===== config.mk =====
export PLATFORM = sky130hd
export DESIGN_NAME = dbg_cmd_sequencer
export DESIGN_NICKNAME = d
export VERILOG_FILES = /design/src/rtl/dbg_cmd_pkg.sv /design/src/rtl/dbg_cmd_sequencer_fifo.sv /design/src/rtl/dbg_cmd_sequencer.sv
export SDC_FILE = /design/constraint.sdc
export NUM_CORES = 1
export LEC_CHECK = 0
export ABC_AREA = 1
export CAP_MARGIN = 40
export CORE_MARGIN = 5
export CORE_UTILIZATION = 47
export CTS_CLUSTER_SIZE = 10
export DETAILED_ROUTE_END_ITERATION = 8
export PLACE_DENSITY_LB_ADDON = 0.08
export SLEW_MARGIN = 15
export SYNTH_ARGS = -nofsm -noshare
export SYNTH_HDL_FRONTEND = slang
export SYNTH_SLANG_ARGS = --single-unit

===== constraint.sdc =====
create_clock -name clk -period 3 [get_ports clk]
set_input_delay 0.6 -clock clk [delete_from_list [all_inputs] [get_ports clk]]
set_output_delay 0.6 -clock clk [all_outputs]
set_load 0.1 [all_outputs]

===== src/rtl/dbg_cmd_pkg.sv =====
// Shared definitions for the debug command sequencer.
//   state_t            : one-hot FSM encoding used by dbg_cmd_sequencer
//   DEFAULT_CMD_ADDR   : default address whose write issues a req/ack command
//   RSP_* bit indices  : response entry layout {data, is_read, timeout}
//   rsp_width()        : response entry width for a given data width
package dbg_cmd_pkg;

  typedef enum logic [3:0] {
    STATE_IDLE  = 4'b0001,
    STATE_SETUP = 4'b0010,
    STATE_READ  = 4'b0100,
    STATE_ISSUE = 4'b1000
  } state_t;

  localparam int DEFAULT_CMD_ADDR = 0;

  // Response entry: data occupies the top DATA_WIDTH bits, flags sit below it.
  localparam int RSP_TIMEOUT_BIT = 0;
  localparam int RSP_IS_READ_BIT = 1;
  localparam int RSP_DATA_LSB    = 2;

  function automatic int rsp_width(input int data_width);
    return data_width + 2;
  endfunction

endpackage


===== src/rtl/dbg_cmd_sequencer_fifo.sv =====
// dbg_rsp_fifo: synchronous show-ahead FIFO.
//   clk, rst        : clock, synchronous active-high reset
//   push, push_data : write side (ignored when full unless a pop frees a slot)
//   pop, pop_data   : read side; pop_data always shows the head entry
//   full, empty     : occupancy flags
//   count           : number of stored entries (clog2(DEPTH)+1 bits)
// DEPTH must be a power of two so the pointers wrap naturally.
module dbg_rsp_fifo #(
  parameter int WIDTH = 34,
  parameter int DEPTH = 4
) (
  input  logic                     clk,
  input  logic                     rst,
  input  logic                     push,
  input  logic [WIDTH-1:0]         push_data,
  input  logic                     pop,
  output logic [WIDTH-1:0]         pop_data,
  output logic                     full,
  output logic                     empty,
  output logic [$clog2(DEPTH):0]   count
);

  localparam int PW = $clog2(DEPTH);
  localparam int CW = PW + 1;
  localparam logic [CW-1:0] CNT_FULL = DEPTH[CW-1:0];

  logic [WIDTH-1:0] mem [DEPTH];
  logic [PW-1:0]    wr_ptr;
  logic [PW-1:0]    rd_ptr;
  logic             do_push;
  logic             do_pop;

  assign full     = (count == CNT_FULL);
  assign empty    = (count == '0);
  assign pop_data = mem[rd_ptr];

  // A pop on a full FIFO frees the slot the same-cycle push lands in.
  assign do_pop  = pop && !empty;
  assign do_push = push && (!full || do_pop);

  always_ff @(posedge clk) begin
    if (do_push) begin
      mem[wr_ptr] <= push_data;
    end
  end

  always_ff @(posedge clk) begin
    if (rst) begin
      wr_ptr <= '0;
      rd_ptr <= '0;
      count  <= '0;
    end else begin
      if (do_push) wr_ptr <= wr_ptr + 1'b1;
      if (do_pop)  rd_ptr <= rd_ptr + 1'b1;
      case ({do_push, do_pop})
        2'b10:   count <= count + 1'b1;
        2'b01:   count <= count - 1'b1;
        default: count <= count;
      endcase
    end
  end

endmodule


===== src/rtl/dbg_cmd_sequencer.sv =====
// dbg_cmd_sequencer: debug-port master. Sequences host commands onto the CPU
// debug slave bus and returns results on a buffered response stream.
//   clk, rst                         : clock, synchronous active-high reset
//   cmd_valid/ready/rnw/addr/wdata   : host command stream
//   rsp_valid/ready/data/is_read/timeout : host response stream (show-ahead)
//   addr, write_data, wr_en          : debug register write bus
//   read_data                        : debug register read bus
//   req, ack                         : command handshake to the debug slave
//   busy                             : a command is in flight
//
// state  | meaning
// IDLE   | waiting for a command; accepts when response space and no stale ack
// SETUP  | bus driven with latched command; write strobe for writes
// READ   | capture read_data into a response
// ISSUE  | req held until ack or timeout
module dbg_cmd_sequencer
  import dbg_cmd_pkg::*;
#(
  parameter int ADDR_WIDTH     = 2,
  parameter int DATA_WIDTH     = 32,
  parameter int CMD_ADDR       = DEFAULT_CMD_ADDR,
  parameter int RSP_DEPTH      = 4,
  parameter int TIMEOUT_CYCLES = 1024,
  parameter int WRITE_RSP      = 1
) (
  input  logic                  clk,
  input  logic                  rst,
  input  logic                  cmd_valid,
  output logic                  cmd_ready,
  input  logic                  cmd_rnw,
  input  logic [ADDR_WIDTH-1:0] cmd_addr,
  input  logic [DATA_WIDTH-1:0] cmd_wdata,
  output logic                  rsp_valid,
  input  logic                  rsp_ready,
  output logic [DATA_WIDTH-1:0] rsp_data,
  output logic                  rsp_is_read,
  output logic                  rsp_timeout,
  output logic [ADDR_WIDTH-1:0] addr,
  output logic [DATA_WIDTH-1:0] write_data,
  input  logic [DATA_WIDTH-1:0] read_data,
  output logic                  wr_en,
  output logic                  req,
  input  logic                  ack,
  output logic                  busy
);

  localparam int RW  = DATA_WIDTH + 2;
  localparam int FCW = $clog2(RSP_DEPTH) + 1;
  localparam int CW  = (TIMEOUT_CYCLES > 1) ? $clog2(TIMEOUT_CYCLES) : 1;
  localparam int TO_LAST_I = (TIMEOUT_CYCLES > 0) ? TIMEOUT_CYCLES - 1 : 0;
  localparam logic [CW-1:0]         TO_LAST  = TO_LAST_I[CW-1:0];
  localparam logic [ADDR_WIDTH-1:0] CMD_A    = CMD_ADDR[ADDR_WIDTH-1:0];
  localparam logic [FCW-1:0]        CNT_FULL = RSP_DEPTH[FCW-1:0];

  state_t                 state;
  state_t                 state_nxt;
  logic                   lat_rnw;
  logic [ADDR_WIDTH-1:0]  lat_addr;
  logic [DATA_WIDTH-1:0]  lat_wdata;
  logic [CW-1:0]          to_cnt;
  logic                   accept;
  logic                   timed_out;
  logic                   push;
  logic [RW-1:0]          push_data;
  logic [RW-1:0]          head;
  logic                   fifo_full;
  logic                   fifo_empty;
  logic [FCW-1:0]         fifo_count;

  assign accept     = cmd_valid && cmd_ready;
  assign timed_out  = (TIMEOUT_CYCLES != 0) && (to_cnt == TO_LAST) && !ack;
  assign addr       = lat_addr;
  assign write_data = lat_wdata;

  // State register
  always_ff @(posedge clk) begin
    if (rst) state <= STATE_IDLE;
    else     state <= state_nxt;
  end

  // Next-state logic
  always_comb begin
    state_nxt = state;
    case (state)
      STATE_IDLE:  if (accept) state_nxt = STATE_SETUP;
      STATE_SETUP: begin
        if (lat_rnw)               state_nxt = STATE_READ;
        else if (lat_addr == CMD_A) state_nxt = STATE_ISSUE;
        else                       state_nxt = STATE_IDLE;
      end
      STATE_READ:  state_nxt = STATE_IDLE;
      STATE_ISSUE: if (ack || timed_out) state_nxt = STATE_IDLE;
      default:     state_nxt = STATE_IDLE;
    endcase
  end

  // Output logic
  always_comb begin
    cmd_ready = 1'b0;
    wr_en     = 1'b0;
    req       = 1'b0;
    push      = 1'b0;
    push_data = '0;
    busy      = (state != STATE_IDLE);
    case (state)
      STATE_IDLE: cmd_ready = !fifo_full && !ack;
      STATE_SETUP: begin
        wr_en = !lat_rnw;
        if (!lat_rnw && (lat_addr != CMD_A) && (WRITE_RSP != 0)) push = 1'b1;
      end
      STATE_READ: begin
        push      = 1'b1;
        push_data = {read_data, 1'b1, 1'b0};
      end
      STATE_ISSUE: begin
        req = !ack;
        // ack takes priority over a timeout landing in the same cycle
        if (ack) begin
          push = 1'b1;
        end else if (timed_out) begin
          push      = 1'b1;
          push_data = {{DATA_WIDTH{1'b0}}, 1'b0, 1'b1};
        end
      end
      default: ;
    endcase
  end

  // Command latch and ISSUE cycle counter
  always_ff @(posedge clk) begin
    if (rst) begin
      lat_rnw   <= 1'b0;
      lat_addr  <= '0;
      lat_wdata <= '0;
      to_cnt    <= '0;
    end else begin
      if (accept) begin
        lat_rnw   <= cmd_rnw;
        lat_addr  <= cmd_addr;
        lat_wdata <= cmd_wdata;
      end
      if (state == STATE_ISSUE) begin
        if (ack || timed_out) to_cnt <= '0;
        else                  to_cnt <= to_cnt + 1'b1;
      end
    end
  end

  dbg_rsp_fifo #(
    .WIDTH (RW),
    .DEPTH (RSP_DEPTH)
  ) u_rsp_fifo (
    .clk       (clk),
    .rst       (rst),
    .push      (push),
    .push_data (push_data),
    .pop       (rsp_valid && rsp_ready),
    .pop_data  (head),
    .full      (fifo_full),
    .empty     (fifo_empty),
    .count     (fifo_count)
  );

  assign rsp_valid   = !fifo_empty;
  assign rsp_data    = head[RW-1:RSP_DATA_LSB];
  assign rsp_is_read = head[RSP_IS_READ_BIT];
  assign rsp_timeout = head[RSP_TIMEOUT_BIT];

  // Acceptance is gated on space and only the in-flight command pushes,
  // so a push never meets a full FIFO.
  push_has_space: assert property (@(posedge clk) disable iff (rst)
    push |-> (fifo_count != CNT_FULL));

endmodule


==> qor_table.md, run 1 <==
| Result | Value | Unit |
|:---|:---|:---|
| Status | finished, final reports clean | - |
| Pins Over Slew Limit | 0 | - |
| Count of inserted antenna diode cells | 0 | - |
| Worst EP required | 2400 | ps |
| Cell type with the highest aggregate area in the netlist | sky130_fd_sc_hd__edfxtp_1 | - |
| DIE HEIGHT | 139 | um |
| Final RePlAce weighted congestion | 0.790 | - |
| End of the worst register-to-register path | u_rsp_fifo.count[2] | - |
| YS warnings | 0 | - |
| Initial antenna violation count | 0 | - |
| Global-route congestion overflow total | 0 | - |
| Depth of the worst register-to-register path | 13 | - |
| Cell area after technology mapping | 7790 | sq um |
| Final period demand of the worst path | 2810 | ps |
| Count of non-filler cells in the finished layout | 1102 | - |
| IO buf count | 144 | - |
| Number of nets in the synthesized netlist | 800 | - |
| Startpoint of the lowest-slack register-to-register path | state[1] | - |
| Setup clock skew after layout | 11.9 | ps |
| Via count of the first global-routing pass | 5656 | - |
| Later-pin clock latency in the skew report | 420 | ps |
| I/O pin count | 145 | - |
| Sequential element share of the synthesized area | 67.3 | % |
| Number of buffers inserted during clock tree synthesis | 17 | - |
| Critical path endpoint | rsp_is_read | - |
| Clock root buffer master | sky130_fd_sc_hd__clkbuf_16 | - |
| Placed wire-length estimate | 11200 | um |
| Layout cell share with drive strength beyond 1 | 17.7 | % |
| Pin count of the biggest net entering global routing | 45 | - |
| Cells taking the most area after synthesis | sky130_fd_sc_hd__edfxtp_1 52%, sky130_fd_sc_hd__dfxtp_1 15%, sky130_fd_sc_hd__nor2_1 6.2% | - |
| Final worst path period share | 93.5 | % |
| Met2 Resource Use GR | 30.2 | % |
| Antenna violation net count after detailed routing | 0 | - |
| Achievable Freq | 356 | MHz |
| Power per Cell Area | 700 | nW/um^2 |
| # nets final | 948 | - |
| Met3 usage in global routing | 5.93 | % |
| Post-detailed-routing wire length | 16900 | um |
| First-pass GRT wire length | 27700 | um |
| Number of endpoints failing setup at the final stage | 0 | - |
| Drt initial violations | 264 | - |
| Global router's overall resource usage | 17.7 | % |
| Detailed Routing Iterations Pass 1 | 4 | - |
| Register bit count reported by yosys | 194 | - |
| Hold buffers post-CTS | 0 | - |
| Resize count post-CTS | 0 | - |
| Min setup slack post-route | 194 | ps |
| P_leak | 3.99 | nW |
| Peak VDD IR | 0.465 | mV |
| Row cnt | 47 | - |
| Max transition margin | 69.6 | % |
| GRT Max-Usage Layer | met2 | - |
| Cells after synthesis | 721 | - |
| Floorplan core area | 16400 | sq um |
| Kind of end point of the critical path | output pin | - |
| Transition time at the pin with the least slew margin | 456 | ps |
| Pre-CTS WS | 301 | ps |
| Hold Path Class | reg -> reg | - |
| Htree depth | 4 | - |
| Arrival time of the worst setup path | 2210 | ps |
| CTS tree | done | - |
| CTS clock-pin slew for the worst setup and hold paths | 70 | ps |
| Post-synth top area share | 52.4 | % |
| Initial cell density of the core | 47.5 | % |
| Crit Path Category | reg -> out | - |
| Element type at the critical path start | flip-flop | - |
| Hold violation total from the final report | 0 | - |
| # Max-Cap Violations | 0 | - |
| Vias after detailed routing | 5491 | - |
| Die area | 19300 | sq um |
| Number of vias per cell | 4.98 | - |
| Placed cell count | 1070 | - |
| Setup repair after global routing missed its margin | no | - |
| DRC violations left | 0 | - |
| Clock net sink count | 194 | - |
| Post-CTS repair timing setup buffer count | 0 | - |
| DR WL/cell | 15.4 | um |
| Worst R2R Setup Slack | 780 | ps |
| GR met1 Demand/Resource | 21.4 | % |
| Die X | 139 | um |
| Synthesized area per cell | 10.8 | sq um |
| Netlist cell types | 32 | - |
| CP Max Fanout | 26 | - |
| Buffer levels on the longest clock path | 2 | - |
| Signed area change from the synthesized netlist to the final layout | 34.2 | % |
synth_stat cells:
cell type / count
sky130_fd_sc_hd__xor2_1: 3
sky130_fd_sc_hd__clkinv_1: 1
sky130_fd_sc_hd__o22ai_1: 34
sky130_fd_sc_hd__inv_2: 4
sky130_fd_sc_hd__edfxtp_1: 136
sky130_fd_sc_hd__nand3_4: 1
sky130_fd_sc_hd__o21ai_2: 6
sky130_fd_sc_hd__clkbuf_1: 22
sky130_fd_sc_hd__nor3_4: 1
sky130_fd_sc_hd__a21oi_1: 48
sky130_fd_sc_hd__nor3_2: 1
sky130_fd_sc_hd__nand4_1: 4
sky130_fd_sc_hd__o21ai_0: 78
sky130_fd_sc_hd__nand3_2: 1
sky130_fd_sc_hd__nand2_1: 26
sky130_fd_sc_hd__nand2_2: 6
sky130_fd_sc_hd__dfxtp_1: 58
sky130_fd_sc_hd__nor3b_1: 2
sky130_fd_sc_hd__ha_1: 6
sky130_fd_sc_hd__a31oi_2: 1
sky130_fd_sc_hd__nor2_4: 1
sky130_fd_sc_hd__nor2_2: 2
sky130_fd_sc_hd__nor3_1: 2
sky130_fd_sc_hd__inv_1: 92
sky130_fd_sc_hd__nor2_1: 128
sky130_fd_sc_hd__nand3_1: 12
sky130_fd_sc_hd__o21ai_1: 29
sky130_fd_sc_hd__buf_6: 7
sky130_fd_sc_hd__a31oi_1: 1
sky130_fd_sc_hd__fa_1: 1
sky130_fd_sc_hd__inv_4: 1
sky130_fd_sc_hd__buf_2: 6
how the worst min path moves through the flow:
stage	cells past startpoint	to	startpoint
after CTS	2	write_data[18]	write_data[18]
after detailed placement	2	write_data[8]	write_data[8]
after global routing	2	write_data[18]	write_data[18]
after global placement	2	write_data[21]	write_data[21]
final	2	write_data[18]	write_data[18]
after floorplan	2	flip-flop	u_rsp_fifo.rd_ptr[1]
cell type report:
type / instances / area (sq um)
flip-flops and latches: 194 / 5250
inverters: 98 / 370
repair buffers: 164 / 1910
well taps: 220 / 275
clock inverters: 7 / 52.6
multi-input cells: 394 / 2020
clock buffers: 25 / 582
fillers: 1294 / 5950
power by group:
part / total, W / internal, W / switching, W
clock network: 0.00231 / 0.00137 / 0.000949
logic: 0.00205 / 0.000611 / 0.00144
registers: 0.00295 / 0.00289 / 0.0000547
metal layers:
metal / up-vias / wire, um
met3: 16 / 1190
li1: 2755 / -
met1: 2566 / 7230
met5: - / 0
met4: 0 / 164
met2: 154 / 8350
flip-flops by register name, summed over array words and instances (netlist names), named ones only:
register / count
addr: 2
lat_rnw: 1
state: 4
to_cnt: 10
u_rsp_fifo.count: 3
u_rsp_fifo.mem: 136
u_rsp_fifo.rd_ptr: 2
u_rsp_fifo.wr_ptr: 2
write_data: 32
critical path, stage by stage, from the launching register on:
cell	delay [ps]
sky130_fd_sc_hd__dfxtp_2	430
sky130_fd_sc_hd__inv_2	370
sky130_fd_sc_hd__buf_4	350
sky130_fd_sc_hd__o21ai_0	110
sky130_fd_sc_hd__o22ai_1	310
sky130_fd_sc_hd__buf_12	230
stage by stage:
step           power (W)  cell area (sq um)  TNS [ps]  util [%]  hold slack [ps]
6_report         0.00731              10500         0      63.7              446
5_1_grt          0.00757              10500         0      63.7              470
4_1_cts          0.00738              10500         0      63.7              452
3_5_place_dp     0.00507               9820         0      59.9              440
3_3_place_gp     0.00505               9820         0      59.9              433
2_1_floorplan    0.00441               7800    -57100         -              436
cell families after synthesis:
| group | Yosys count | synth area share (%) |
|---|---|---|
| DFF | 194 | 67.3 |
| adders and majority gates | 7 | 1.22 |
| AOI/OAI and AO/OA | 197 | 13.6 |
| xor gates and xnor gates | 3 | 0.337 |
| buffers and inverters | 133 | 7.21 |
| and+or+nand+nor | 187 | 10.3 |
cells in the final DEF, fill, tap and decap left out, types with 6 or more instances in the layout:
cell / count
sky130_fd_sc_hd__a21oi_1: 48
sky130_fd_sc_hd__inv_1: 91
sky130_fd_sc_hd__ha_1: 6
sky130_fd_sc_hd__buf_12: 40
sky130_fd_sc_hd__o22ai_1: 34
sky130_fd_sc_hd__nand2_1: 26
sky130_fd_sc_hd__nand2_2: 6
sky130_fd_sc_hd__buf_4: 53
sky130_fd_sc_hd__nor2_1: 124
sky130_fd_sc_hd__o21ai_2: 6
sky130_fd_sc_hd__o21ai_1: 29
sky130_fd_sc_hd__clkdlybuf4s50_1: 71
sky130_fd_sc_hd__edfxtp_1: 136
sky130_fd_sc_hd__nand3_1: 12
sky130_fd_sc_hd__o21ai_0: 78
sky130_fd_sc_hd__clkbuf_16: 22
sky130_fd_sc_hd__dfxtp_1: 57
No activity file was read; power rests on OpenSTA's default activity.
==> run 2, diff against run 1 <==
Settings changed: CELL_PAD_IN_SITES_DETAIL_PLACEMENT from default to 1, CELL_PAD_IN_SITES_GLOBAL_PLACEMENT from default to 1, CORE_ASPECT_RATIO from default to 1.2, CORE_UTILIZATION 47 to 37, SLEW_MARGIN 15 to 30.
==> qor_table.md, run 2 (synthesized netlist as in run 1, its figures left out) <==
| Result | Value | Unit | vs previous |
|:---|:---|:---|:---|
| Status | finished, final reports clean | - |  |
| Min setup slack post-route | 303 | ps | +110 ps |
| Hold Path Class | reg -> reg | - |  |
| Number of endpoints failing setup at the final stage | 0 | - | unchanged |
| Pre-CTS WS | 283 | ps | -17.4 ps |
| Via count of the first global-routing pass | 6348 | - | +12% |
| # Max-Cap Violations | 0 | - | unchanged |
| Final RePlAce weighted congestion | 0.725 | - | -8.2% |
| Antenna violation net count after detailed routing | 0 | - | unchanged |
| Reported net switching power | 0.00253 | W | +3.5% |
| Htree depth | 4 | - | unchanged |
| Floorplan core area | 20800 | sq um | +27% |
| Hold violation total from the final report | 0 | - | unchanged |
| # nets final | 944 | - | -0.42% |
| Register name with the most flops | u_rsp_fifo.mem | - |  |
| Placed wire-length estimate | 13200 | um | +18% |
| Number of flip-flops under the largest register name | 136 | - | unchanged |
| Pin count of the biggest net entering global routing | 52 | - | +16% |
| Later-pin clock latency in the skew report | 430 | ps | about the same |
| Die X | 142 | um | +2.7% |
| Element type at the critical path start | flip-flop | - |  |
| Met2 Resource Use GR | 30.9 | % | +0.65 points |
| End of the worst register-to-register path | u_rsp_fifo.count[2] | - |  |
| Arrival time of the worst setup path | 2100 | ps | -110 ps |
| Number of buffers inserted during clock tree synthesis | 17 | - | unchanged |
| Die area | 24100 | sq um | +25% |
| Setup repair after global routing missed its margin | no | - |  |
| Achievable Freq | 371 | MHz | +4.1% |
| I/O pin count | 145 | - | unchanged |
| Vias after detailed routing | 5728 | - | +4.3% |
| Most frequent cells in the layout | 136 x sky130_fd_sc_hd__edfxtp_1, 124 x sky130_fd_sc_hd__nor2_1, 91 x sky130_fd_sc_hd__inv_1, 78 x sky130_fd_sc_hd__o21ai_0, 71 x sky130_fd_sc_hd__clkdlybuf4s50_1 | - |  |
| Part of the total power dissipated in combinational logic | 27.9 | % | -0.2 points |
| Number of vias per cell | 4.99 | - | +0.14% |
| Max transition margin | 59.9 | % | -9.7 points |
| Net switching share of the total power | 34.0 | % | +0.59 points |
| Peak VDD IR | 0.406 | mV | -13% |
| CTS clock-pin slew for the worst setup and hold paths | 80 | ps | about the same |
| Global router's overall resource usage | 17.0 | % | -0.71 points |
| Worst EP required | 2400 | ps | about the same |
| Most frequent standard cell in the layout excluding fill and tap cells | sky130_fd_sc_hd__edfxtp_1 | - |  |
| DRC violations left | 0 | - | unchanged |
| Initial antenna violation count | 2 | - | +2 |
| CP Max Fanout | 46 | - | +77% |
| Crit Path Category | reg -> out | - |  |
| Utilization of the core after routing | 50.4 | % | -13 points |
| Startpoint of the lowest-slack register-to-register path | addr[0] | - |  |
| Count of inserted antenna diode cells | 0 | - | unchanged |
| Hold Startpoint | write_data[6] | - |  |
| Hold buffers post-CTS | 0 | - | unchanged |
| Worst R2R Setup Slack | 790 | ps | about the same |
| Buffer levels on the longest clock path | 2 | - | unchanged |
| Clock root buffer master | sky130_fd_sc_hd__clkbuf_16 | - |  |
| Transition time at the pin with the least slew margin | 601 | ps | +145 ps |
| GR met1 Demand/Resource | 18.8 | % | -2.6 points |
| Relative contribution of sequential cells to total power | 39.7 | % | -0.6 points |
| Final period demand of the worst path | 2700 | ps | -110 ps |
| P_leak | 3.96 | nW | -0.73% |
| Design internal power | 0.00491 | W | +0.84% |
| CTS tree | done | - |  |
| Relative contribution of the clock network to total power | 32.4 | % | +0.8 points |
| Post-detailed-routing wire length | 20100 | um | +19% |
| Pins Over Slew Limit | 0 | - | unchanged |
| Row cnt | 58 | - | +23% |
| Clock net sink count | 194 | - | unchanged |
| First-pass GRT wire length | 32200 | um | +16% |
| Initial cell density of the core | 37.4 | % | -10 points |
| Number of cells on the worst hold path | 2 | - | unchanged |
| Hold Path End | write_data[6] | - |  |
| Kind of end point of the critical path | output pin | - |  |
| DIE HEIGHT | 169 | um | +22% |
| Power per Cell Area | 709 | nW/um^2 | +1.3% |
| Detailed Routing Iterations Pass 1 | 4 | - | unchanged |
| DR WL/cell | 17.5 | um | +14% |
| Layout cell share with drive strength beyond 1 | 17.3 | % | -0.38 points |
| Global-route congestion overflow total | 0 | - | unchanged |
| GRT Max-Usage Layer | met2 | - |  |
| IO buf count | 144 | - | unchanged |
| Setup clock skew after layout | 13.3 | ps | +1.39 ps |
| Final worst path period share | 89.9 | % | -3.7 points |
| Drt initial violations | 224 | - | -15% |
| Signed area change from the synthesized netlist to the final layout | 34.8 | % |  |
| Depth of the worst register-to-register path | 12 | - | -1 |
| Met3 usage in global routing | 5.23 | % | -0.70 points |
run 2: area by class of cell:
type	instances	area, sq um
Sequential cell	194	5250
Tap cell	270	338
Fill cell	2206	10300
Clock buffer	17	425
Inverter	98	373
Timing Repair Buffer	160	1900
Clock inverter	15	201
Multi-Input combinational cell	394	2020
run 2: worst max-delay path, cell delays in order (launching register included):
cell and delay, ps:
sky130_fd_sc_hd__dfxtp_4 530, sky130_fd_sc_hd__buf_6 360, sky130_fd_sc_hd__o21ai_0 170, sky130_fd_sc_hd__o22ai_1 370, sky130_fd_sc_hd__buf_12 230
run 2: metrics by stage:
step	instances	hold WS (ps)	instance area, sq um	total power [W]	setup TNS [ps]
global route	1148	467	10500	0.00773	0
finish	1148	445	10500	0.00744	0
detailed placement	1116	437	9870	0.00511	0
global placement	1116	435	9870	0.00507	0
CTS	1148	449	10500	0.00754	0
floorplan	721	436	7800	0.00441	-57100
run 2: routing by layer:
layer  vias up  wire, um
li1       2755         -
met1      2806      7680
met2       139     10900
met3        24      1290
met4         4       257
met5         -        28
run 2: worst max-delay path by stage:
stage | startpoint | to | slack, ps | depth (start not counted)
2_1_floorplan | addr[0] | u_rsp_fifo.mem[1][0] | -420 | 6
3_3_place_gp | ack | u_rsp_fifo.count[2] | 320 | 13
3_5_place_dp | ack | u_rsp_fifo.count[2] | 280 | 13
4_1_cts | flip-flop | rsp_data[7] | 20 | 5
5_1_grt | flip-flop | rsp_data[30] | 150 | 4
6_report | flip-flop | rsp_data[31] | 300 | 4
run 2: what timing repair did:
item                       in CTS  in global routing
setup buffers                   0                  0
gates resized for setup         1                  3
setup endpoints to repair       2                  5
run 2: power groups by stage:
stage	logic [W]	registers, W	clock network [W]
floorplan	0.00111	0.00330	0
global placement	0.00206	0.00301	0
detailed placement	0.00209	0.00301	0
CTS	0.00210	0.00296	0.00248
global route	0.00217	0.00297	0.00259
finish	0.00207	0.00296	0.00241
==> run 3, diff against run 2 <==
Settings changed: CORE_ASPECT_RATIO 1.2 to 0.7, PLACE_DENSITY from default to 0.8, PLACE_DENSITY_LB_ADDON 0.08 to default.
==> qor_table.md, run 3 (synthesized netlist as in run 1, its figures left out) <==
| Result | Value | Unit | vs previous |
|:---|:---|:---|:---|
| Number of buffers inserted during clock tree synthesis | 17 | - | unchanged |
| Number of cells on the worst hold path | 2 | - | unchanged |
| Count of inserted antenna diode cells | 0 | - | unchanged |
| Resize count post-CTS | 0 | - | -1 |
| End of the worst register-to-register path | u_rsp_fifo.count[2] | - |  |
| Clock root buffer master | sky130_fd_sc_hd__clkbuf_16 | - |  |
| Kind of end point of the critical path | output pin | - |  |
| P_leak | 3.95 | nW | -0.22% |
| Row cnt | 44 | - | -24% |
| Post-detailed-routing wire length | 20500 | um | +2.0% |
| CP max-delay cell | sky130_fd_sc_hd__buf_4 | - |  |
| Die X | 183 | um | +29% |
| Element type at the critical path start | flip-flop | - |  |
| Placed wire-length estimate | 13700 | um | +3.5% |
| Highest cell delay on the worst timing path | 540 | ps | about the same |
| DRC violations left | 0 | - | unchanged |
| Signed area change from the synthesized netlist to the final layout | 34.1 | % |  |
| Category of cells accounting for the largest share of critical-path delay | buffers and inverters | - |  |
| Layout cell share with drive strength beyond 1 | 17.6 | % | +0.30 points |
| Worst R2R Setup Slack | 680 | ps | -110 ps |
| Hold Startpoint | write_data[21] | - |  |
| Buffering stage count on the worst path with inverters included | 2 | - | unchanged |
| Hold violation total from the final report | 0 | - | unchanged |
| Final worst path period share | 92.1 | % | +2.2 points |
| CTS clock-pin slew for the worst setup and hold paths | 80 | ps | about the same |
| Clock net sink count | 194 | - | unchanged |
| Depth of the worst register-to-register path | 13 | - | +1 |
| Number of endpoints failing setup at the final stage | 0 | - | unchanged |
| Setup clock skew after layout | 12.2 | ps | -1.09 ps |
| Register name with the most flops | u_rsp_fifo.mem | - |  |
| # nets final | 946 | - | +0.21% |
| Status | finished, final reports clean | - |  |
| Most frequent cells in the layout | 136 x sky130_fd_sc_hd__edfxtp_1, 124 x sky130_fd_sc_hd__nor2_1, 91 x sky130_fd_sc_hd__inv_1, 78 x sky130_fd_sc_hd__o21ai_0, 71 x sky130_fd_sc_hd__clkdlybuf4s50_1 | - |  |
| Via count of the first global-routing pass | 6168 | - | -2.8% |
| IO buf count | 144 | - | unchanged |
| Antenna violation net count after detailed routing | 0 | - | unchanged |
| CTS tree | done | - |  |
| Crit Path Category | reg -> out | - |  |
| Initial cell density of the core | 37.6 | % | +0.23 points |
| Die area | 24100 | sq um | +0.14% |
| I/O pin count | 145 | - | unchanged |
| Achievable Freq | 362 | MHz | -2.4% |
| Number of flip-flops under the largest register name | 136 | - | unchanged |
| Chain of cells forming the critical path | buf_4, o21ai_0, o22ai_1, buf_12 | - |  |
| Pins Over Slew Limit | 0 | - | unchanged |
| CP Max Fanout | 68 | - | +48% |
| Vias after detailed routing | 5686 | - | -0.73% |
| Initial antenna violation count | 0 | - | -2 |
| First-pass GRT wire length | 32800 | um | +2.0% |
| Max transition margin | 54.9 | % | -5.1 points |
| Htree depth | 4 | - | unchanged |
| # Max-Cap Violations | 0 | - | unchanged |
| Final period demand of the worst path | 2760 | ps | +67.1 ps |
| Power per Cell Area | 694 | nW/um^2 | -2.1% |
| Final RePlAce weighted congestion | 0.734 | - | +1.3% |
| Hold buffers post-CTS | 0 | - | unchanged |
| Number of inserted filler cells in the final layout | 2240 | - | +1.5% |
| Utilization of the core after routing | 50.5 | % | +0.057 points |
| Detailed Routing Iterations Pass 1 | 4 | - | unchanged |
| DR WL/cell | 17.7 | um | +1.3% |
| Global-route congestion overflow total | 0 | - | unchanged |
| Startpoint of the lowest-slack register-to-register path | to_cnt[0] | - |  |
| Worst EP required | 2400 | ps | about the same |
| Buffer levels on the longest clock path | 2 | - | unchanged |
| Post-CTS repair timing setup buffer count | 0 | - | unchanged |
| Drt initial violations | 467 | - | +110% |
| Peak VDD IR | 0.379 | mV | -6.5% |
| Global router's overall resource usage | 17.0 | % | +0.049 points |
| Later-pin clock latency in the skew report | 430 | ps | about the same |
| DIE HEIGHT | 131 | um | -22% |
| Total design power | 0.00725 | W | -2.6% |
| Transition time at the pin with the least slew margin | 677 | ps | +75.8 ps |
| Hold Path Class | reg -> reg | - |  |
| Number of vias per cell | 4.92 | - | -1.4% |
| Sequential cell area | 5250 | sq um | about the same |
| Instance area at placement | 9880 | sq um | +0.10% |
| Floorplan core area | 20700 | sq um | -0.61% |
| Pin count of the biggest net entering global routing | 69 | - | +33% |
| Area of the multi-input gates | 2020 | sq um | unchanged |
| Most frequent standard cell in the layout excluding fill and tap cells | sky130_fd_sc_hd__edfxtp_1 | - |  |
| Final instance area | 10400 | sq um | -0.50% |
| Hold Path End | write_data[21] | - |  |
| Setup repair after global routing missed its margin | no | - |  |
| Arrival time of the worst setup path | 2160 | ps | +60 ps |
-- run 3: worst max path at each step --
stage                           end  slack, ps  cells after the start
6_report                rsp_is_read        240                      4
5_1_grt                rsp_data[28]         80                      4
4_1_cts                 rsp_is_read        160                      4
3_5_place_dp    u_rsp_fifo.count[2]        280                     13
3_3_place_gp    u_rsp_fifo.count[2]        370                     13
2_1_floorplan  u_rsp_fifo.mem[1][0]       -420                      6
-- run 3: routing by layer --
layer  part of all wire (%)  vias to the layer above  global-route usage [%]
met5                      0                        -                       0
met1                     43                     2793                    21.2
met4                    1.4                        0                    4.71
met3                    4.1                       18                    4.01
li1                       -                     2765                       -
met2                     51                      110                    29.6
-- run 3: where the power goes --
group / internal (W) / switching, W
Clock: 0.00116 / 0.00105
Sequential: 0.00289 / 0.0000389
Combinational: 0.000613 / 0.00149
-- run 3: worst reg2reg max path, delay by kind of cell, from the launching register on --
kind / cells / cell delay (ps)
flops: 1 / 340
fa+ha+maj: 3 / 770
buf+inv: 2 / 130
simple gates: 4 / 430
compound gates: 4 / 530
-- run 3: stage by stage --
| stage | cells | hold WS (ps) | worst slack [ps] | TNS [ps] |
|---|---|---|---|---|
| floorplan | 721 | 436 | -420 | -57100 |
| global placement | 1124 | 432 | 369 | 0 |
| detailed placement | 1124 | 440 | 277 | 0 |
| CTS | 1156 | 452 | 162 | 0 |
| global route | 1156 | 472 | 83.8 | 0 |
| finish | 1156 | 450 | 236 | 0 |
-- run 3: final cells by class --
type / count / area share (%)
Sequential cell: 194 / 50.2
Multi-Input combinational cell: 394 / 19.3
Timing Repair Buffer: 162 / 18.1
Clock buffer: 19 / 4.44
Inverter: 98 / 3.54
Tap cell: 276 / 3.30
Clock inverter: 13 / 1.04
